**src/rtl/div_sequencer_pkg.sv**
```systemverilog
// Shared types and constants for the EXE-stage divide sequencer.
// Holds the FSM encoding, iteration count and a small sign helper.
package div_sequencer_pkg;

   localparam int DIV_CYCLES = 32;
   localparam int DIV_W      = 32;

   typedef enum logic [1:0] {
      DIV_IDLE = 2'd0,
      DIV_BUSY = 2'd1,
      DIV_DONE = 2'd2
   } div_state_t;

   // Two's complement negate at 32 bits when neg is set.
   function automatic logic [DIV_W-1:0] neg_if(
      input logic             neg,
      input logic [DIV_W-1:0] v
   );
      return neg ? (~v + 32'd1) : v;
   endfunction

endpackage

```
**src/rtl/div_sequencer_iter.sv**
```systemverilog
// One radix-2 restoring divide step, purely combinational.
// Shifts the next dividend bit into the partial remainder and trial-subtracts.
module div_iter
   import div_sequencer_pkg::*;
(
   input  logic [DIV_W:0]   rem_i,
   input  logic             bit_i,
   input  logic [DIV_W-1:0] dvs_i,
   output logic [DIV_W:0]   rem_o,
   output logic             q_o
);

   logic [DIV_W:0] shifted;
   logic [DIV_W:0] diff;

   // Trial subtraction; keep the difference only when it does not go negative.
   always_comb begin
      shifted = {rem_i[DIV_W-1:0], bit_i};
      diff    = shifted - {1'b0, dvs_i};
      q_o     = (shifted >= {1'b0, dvs_i});
      rem_o   = q_o ? diff : shifted;
   end

endmodule

```
**src/rtl/div_sequencer.sv**
```systemverilog
// Multi-cycle DIV/DIVU controller for the EXE stage.
// Stalls the front of the pipe while iterating, then presents HI/LO results.
module div_sequencer #(
   parameter int DIV_CYCLES = div_sequencer_pkg::DIV_CYCLES
) (
   input  logic        clk,
   input  logic        rst,
   input  logic        EXE_IsDiv,
   input  logic        EXE_Signed,
   input  logic [31:0] EXE_rs_data,
   input  logic [31:0] EXE_rt_data,
   input  logic        Flush,
   input  logic        Pipe_Hold,
   output logic        Div_Busy,
   output logic        Div_Valid,
   output logic [31:0] Div_Quotient,
   output logic [31:0] Div_Remainder
);

   import div_sequencer_pkg::*;

   localparam int             CNT_W    = $clog2(DIV_CYCLES);
   localparam logic [CNT_W-1:0] CNT_LAST = CNT_W'(DIV_CYCLES - 1);

   div_state_t state_q, state_d;

   logic [CNT_W-1:0] cnt_q, cnt_d;
   logic             signed_q, signed_d;
   logic             nega_q, nega_d;
   logic             negb_q, negb_d;
   logic [DIV_W-1:0] dvd_q, dvd_d;
   logic [DIV_W-1:0] dvs_q, dvs_d;
   logic [DIV_W:0]   prem_q, prem_d;
   logic [DIV_W-1:0] quo_q, quo_d;
   logic [DIV_W-1:0] rmd_q, rmd_d;

   logic             issue;
   logic             step;
   logic             last;
   logic             negq;
   logic [DIV_W:0]   it_rem;
   logic             it_q;
   logic [DIV_W-1:0] q_raw;

   assign issue = (state_q == DIV_IDLE) & EXE_IsDiv & ~Flush;
   assign step  = (state_q == DIV_BUSY) & ~Flush;
   assign last  = step & (cnt_q == CNT_LAST);
   assign negq  = signed_q & (nega_q ^ negb_q);
   assign q_raw = {dvd_q[DIV_W-2:0], it_q};

   div_iter u_iter (
      .rem_i (prem_q),
      .bit_i (dvd_q[DIV_W-1]),
      .dvs_i (dvs_q),
      .rem_o (it_rem),
      .q_o   (it_q)
   );

   // State register.
   always_ff @(posedge clk or posedge rst) begin
      if (rst) begin
         state_q <= DIV_IDLE;
      end else begin
         state_q <= state_d;
      end
   end

   // Next-state logic; a flush always returns to IDLE.
   always_comb begin
      state_d = state_q;
      unique case (state_q)
         DIV_IDLE: if (EXE_IsDiv) state_d = DIV_BUSY;
         DIV_BUSY: if (cnt_q == CNT_LAST) state_d = DIV_DONE;
         DIV_DONE: if (!Pipe_Hold) state_d = DIV_IDLE;
         default:  state_d = DIV_IDLE;
      endcase
      if (Flush) state_d = DIV_IDLE;
   end

   // Outputs: stall request covers the issue cycle and every BUSY cycle.
   always_comb begin
      Div_Busy      = issue | step;
      Div_Valid     = (state_q == DIV_DONE) & ~Flush;
      Div_Quotient  = quo_q;
      Div_Remainder = rmd_q;
   end

   // Datapath next state: capture magnitudes at issue, iterate, fix signs last.
   always_comb begin
      cnt_d    = cnt_q;
      signed_d = signed_q;
      nega_d   = nega_q;
      negb_d   = negb_q;
      dvd_d    = dvd_q;
      dvs_d    = dvs_q;
      prem_d   = prem_q;
      quo_d    = quo_q;
      rmd_d    = rmd_q;
      if (issue) begin
         signed_d = EXE_Signed;
         nega_d   = EXE_Signed & EXE_rs_data[DIV_W-1];
         negb_d   = EXE_Signed & EXE_rt_data[DIV_W-1];
         dvd_d    = neg_if(nega_d, EXE_rs_data);
         dvs_d    = neg_if(negb_d, EXE_rt_data);
         prem_d   = '0;
         cnt_d    = '0;
      end else if (step) begin
         cnt_d  = cnt_q + 1'b1;
         prem_d = it_rem;
         dvd_d  = q_raw;
         if (last) begin
            quo_d = neg_if(negq, q_raw);
            rmd_d = neg_if(nega_q, it_rem[DIV_W-1:0]);
         end
      end
   end

   // Datapath registers.
   always_ff @(posedge clk or posedge rst) begin
      if (rst) begin
         cnt_q    <= '0;
         signed_q <= 1'b0;
         nega_q   <= 1'b0;
         negb_q   <= 1'b0;
         dvd_q    <= '0;
         dvs_q    <= '0;
         prem_q   <= '0;
         quo_q    <= '0;
         rmd_q    <= '0;
      end else begin
         cnt_q    <= cnt_d;
         signed_q <= signed_d;
         nega_q   <= nega_d;
         negb_q   <= negb_d;
         dvd_q    <= dvd_d;
         dvs_q    <= dvs_d;
         prem_q   <= prem_d;
         quo_q    <= quo_d;
         rmd_q    <= rmd_d;
      end
   end

endmodule

```
**config.mk**
```make
export PLATFORM = sky130hd
export DESIGN_NAME = div_sequencer
export DESIGN_NICKNAME = d
export VERILOG_FILES = /design/src/rtl/div_sequencer_pkg.sv /design/src/rtl/div_sequencer_iter.sv /design/src/rtl/div_sequencer.sv
export SDC_FILE = /design/constraint.sdc
export NUM_CORES = 1
export LEC_CHECK = 0
export BUFFER_PORTS_ARGS = -buffer_cell sky130_fd_sc_hd__buf_4
export CAP_MARGIN = 10
export CORE_ASPECT_RATIO = 1.4
export CORE_MARGIN = 2
export CORE_UTILIZATION = 41
export CTS_BUF_LIST = sky130_fd_sc_hd__clkbuf_16
export DETAILED_ROUTE_END_ITERATION = 6
export PLACE_DENSITY = 0.57
export SYNTH_ARGS = -nofsm -noshare
export SYNTH_HDL_FRONTEND = slang
export SYNTH_SLANG_ARGS = --single-unit
```
**constraint.sdc**
```tcl
create_clock -name clk -period 7.6 [get_ports clk]
set_input_delay 1.52 -clock clk [delete_from_list [all_inputs] [get_ports clk]]
set_output_delay 1.52 -clock clk [all_outputs]
set_load 0.02 [all_outputs]
```
==> results.md <==
Critical path:
- The sort of element at the start of the critical path is a register.
- The data required time at the worst endpoint is 7970 ps.
- The sort of element at the end of the critical path is a register.
- On the worst path, the slowest cell contributes a delay of 590 ps.
- Traced cell by cell, the critical path runs through ha_1 > nand2_1 > o21ai_1 > a21o_1 > o211ai_4 > nand3_4 > inv_2 > mux2i_1 > ha_1 > nand4_1 > mux2i_1 > o21ai_0 > or3_2 > or4_1 > nand3_1.
- The slowest stage of the critical path is the inv_2 cell.
- Tracing the worst setup path back leads to its startpoint at prem_q[10].
- In this run the worst path has a maximum fanout of 37.
- Data on the critical path arrives at its endpoint at 5440 ps.
- The startpoint of the worst-slack reg-to-reg timing path is prem_q[10].
- The number of buffers and inverters on the critical path is 1.
- On the critical path the largest part of the delay comes from simple AND/OR/NAND/NOR gates.
- The critical path in this run is classified as reg2reg.

Die:
- The height of the die is 207 microns.
- The width of the die is 149 microns.
- The standard-cell row count is between 70 and 80.
- The effective utilization at floorplan is 0.415.
- The core region is 29200 sq um.
- The I/O pin total is 136.
- The die outline area is approximately 31000 sq um.

Synthesis:
- The sequential area share after synthesis is 0.351.
- The flip-flop cell with the highest count after synthesis is dfrtp_1.
- In the synthesized netlist the async set-or-reset flop fraction comes to 1.00.
- Ranked by total cell area, the synthesized netlist is headed by dfrtp_1 35%, o21ai_0 8.4%, nand2_1 6.9%.
- After synthesis the netlist holds a flip-flop and latch count of 170.
- The count of flip-flops with a built-in enable after synthesis is 0.
- The mapped netlist covers about 12000 sq um.
- The number of instances in the synthesized netlist is about 1.5k.
- A synthesized cell averages 8.13 sq um.
- Of the post-synthesis cell area, the dominant cell type holds 0.351.
- The commonest cells after synthesis are 223 x nand2_1, 204 x o21ai_0, 170 x dfrtp_1.
- The Yosys warning count is 0.
- When the netlist entered floorplanning its net count stood at 1598.
- The synthesized design spends more area on one cell type than any other, namely dfrtp_1.
- Yosys instantiated no cell more often than nand2_1.
- The number of unique standard cell types used by synthesis is slightly below 100.

Placement:
- The placed wire-length estimate is 30000 microns.
- Counting tap cells, the placed design contains a total of 1935 instances.
- The number of input and output port buffers inserted is 135.
- Once placement finished, the instance area stood at approximately 13000 sq um.
- At the end of routability-driven placement, the weighted congestion stood at 0.930.

Timing:
- Based on the critical path, the design can be clocked at up to 0.197 GHz.
- The share of the cycle needed by the critical path after routing is 0.667.
- The setup-violating endpoint count in the final report is 0.
- The transition time of the tightest slew-check pin is approximately 1000 ps.
- After routing, the total negative slack on setup checks comes to 0 ps.
- The clock period minus worst slack is 5070 ps.
- The worst pin sits at a relative slew slack of 0.322.
- The clock tree skew after final layout is 9.15 ps.
- Setup repair after global routing left no endpoint under its margin.
- The final-report max-slew violation count came to 0.
- The number of failing hold endpoints at the final stage was 0.

Power:
- The worst vdd rail ir drop is about 0.00019 V.
- For this design the ratio of total power to cell area is 415 nW/um^2.
- For this design the static power due to leakage is roughly 6.1 nW.

Clock network:
- Clock-pin slew was measured on the worst setup and hold paths at approximately 70 ps.
- CTS saw 170 sinks.
- Gates resized during post-CTS repair numbered 0.
- In this run, CTS created clock tree buffers numbering 17.
- TritonCTS built the clock tree.
- After clock tree synthesis, the flow added hold-fix buffers numbering 0.
- The source-to-sink clock delay at the later pin of the worst-skew pair is 440 ps.
- The setup fix buffers added after clock tree synthesis is 0.
- The clock tree synthesis step divided the H-tree into 4 levels.
- CTS placed an instance of clkbuf_16 at the clock tree root.
- The maximum number of buffers from clock root to sink is 2.

Layout:
- The antenna diode instance count is 0.
- The layout overhead on the synthesized area is 14.7%.
- The number of nets in the finished design is about 1.7k.
- The final instance area is between 10000 and 15000 sq um.
- The count of cells in the finished layout, fillers not included, comes to 1967.
- Of the cells placed in the final design, the portion with a size suffix greater than 1 is 0.135.

Global routing:
- The combined global-route utilization of all metal layers is 0.255.
- The initial antenna violation count was 0.
- The pin count of the biggest net entering global routing is 93.
- The wire length of the first global-routing pass is 61500 microns.
- The remaining global-route overflow is 0.
- The via count of the first global-routing pass is 11.3k.

Route:
- The post-route DRC violation count is 0.
- The total number of vias is between 10k and 15k.
- The initial DRC count is 590.
- The first TritonRoute pass finished after 5 iterations.
- After detailed routing, the total wire length is 39100 microns.
- The via count normalized by instance count is 5.75.
- In the final routed layout, each cell accounts on average for 19.9 microns.
- Once detail routing completed, the nets flagged for antenna violations numbered 0.

Min path:
- The path category of the worst min-delay check is reg2reg.
- The origin of the worst min-delay path is dvs_q[26].

Status:
- The run finished with clean final reports.

Job:
- The tool flagged a number of max-cap violations equal to 0.
## path summary, 6_finish.rpt
kind | slack (ps) | end | cells past startpoint
max | 2530 | Div_Remainder[30] | 15
min | 480 | dvs_q[26] | 2
max reg2reg | 2530 | Div_Remainder[30] | 15
min reg2reg | 480 | dvs_q[26] | 2
max in group asynchronous | 4770 | dvd_q[22] | 3
min in group asynchronous | 1260 | Div_Quotient[12] | 2
## kinds of logic after synthesis
family / share of synthesized area
simple gates: 0.201
mux: 0.0176
compound gates: 0.241
buf+inv: 0.0507
fa+ha+maj: 0.0409
flops: 0.351
xor+xnor: 0.0976
## flip-flops by register name, indices dropped and copies added, names as in the netlist
name and flops:
Div_Quotient 32, Div_Remainder 32, dvd_q 32, dvs_q 32
prem_q 32, cnt_q 5, state_q 2, nega_q 1
negb_q 1, signed_q 1
## worst reg2reg max path, cell delays in order (launching register included)
cell      delay [ps]
dfrtp_1          460
ha_1             410
nand2_1          270
o21ai_1          180
a21o_1           270
o211ai_4         350
nand3_4          110
inv_2            590
mux2i_1          400
ha_1             320
nand4_1          180
mux2i_1          320
o21ai_0          150
or3_2            430
or4_1            480
nand3_1          100
## power breakdown
group / internal, mW / switching (mW) / leakage [nW] / total [mW]
Combinational: 1.22 / 2.38 / 3.57 / 3.60
Clock: 0.478 / 0.388 / 0.276 / 0.865
Sequential: 1.07 / 0.231 / 2.26 / 1.30
## per-stage QoR
| stage | total power, mW | hold WS [ps] | setup slack [ps] | utilization |
|---|---|---|---|---|
| floorplan | 3.83 | 450 | 1480 | - |
| global placement | 4.87 | 465 | 2750 | 0.457 |
| detailed placement | 4.87 | 471 | 2610 | 0.457 |
| CTS | 5.75 | 486 | 2600 | 0.476 |
| global route | 6.15 | 506 | 2240 | 0.476 |
| finish | 5.76 | 479 | 2530 | 0.476 |
## cells in the final DEF (no fill, tap or decap), types with 18 or more instances in the layout
cell type  synthesis  layout
nand3_1           18      18
dfrtp_1          170     170
o31ai_1           24      24
nor2_1           104     103
nand4_1           20      20
buf_4              6     145
xor2_1            59      59
ha_1              38      38
a31oi_1           22      22
o21ai_0          204     204
inv_1             65      67
mux2i_1           19      19
nor3_1            36      36
a21oi_1           86      86
a22oi_1           36      36
xnor2_1           76      76
nor4_1            22      22
nand2_1          223     222
## layer usage
| metal | track usage | up-vias | share of wire |
|---|---|---|---|
| met4 | 0.121 | 0 | 0.046 |
| met5 | 0 | - | 0 |
| met1 | 0.278 | 5457 | 0.38 |
| met3 | 0.0323 | 80 | 0.030 |
| met2 | 0.479 | 273 | 0.54 |
| li1 | - | 5503 | - |
## layout make-up
class / count / area (sq um)
tap: 380 / 475
fill: 2957 / 15300
inverter: 66 / 253
clock buffer: 17 / 425
multi-input combinational: 1174 / 7260
sequential: 170 / 4250
timing repair buffer: 145 / 1090
clock inverter: 15 / 133
(Power assumes the default switching activity.)
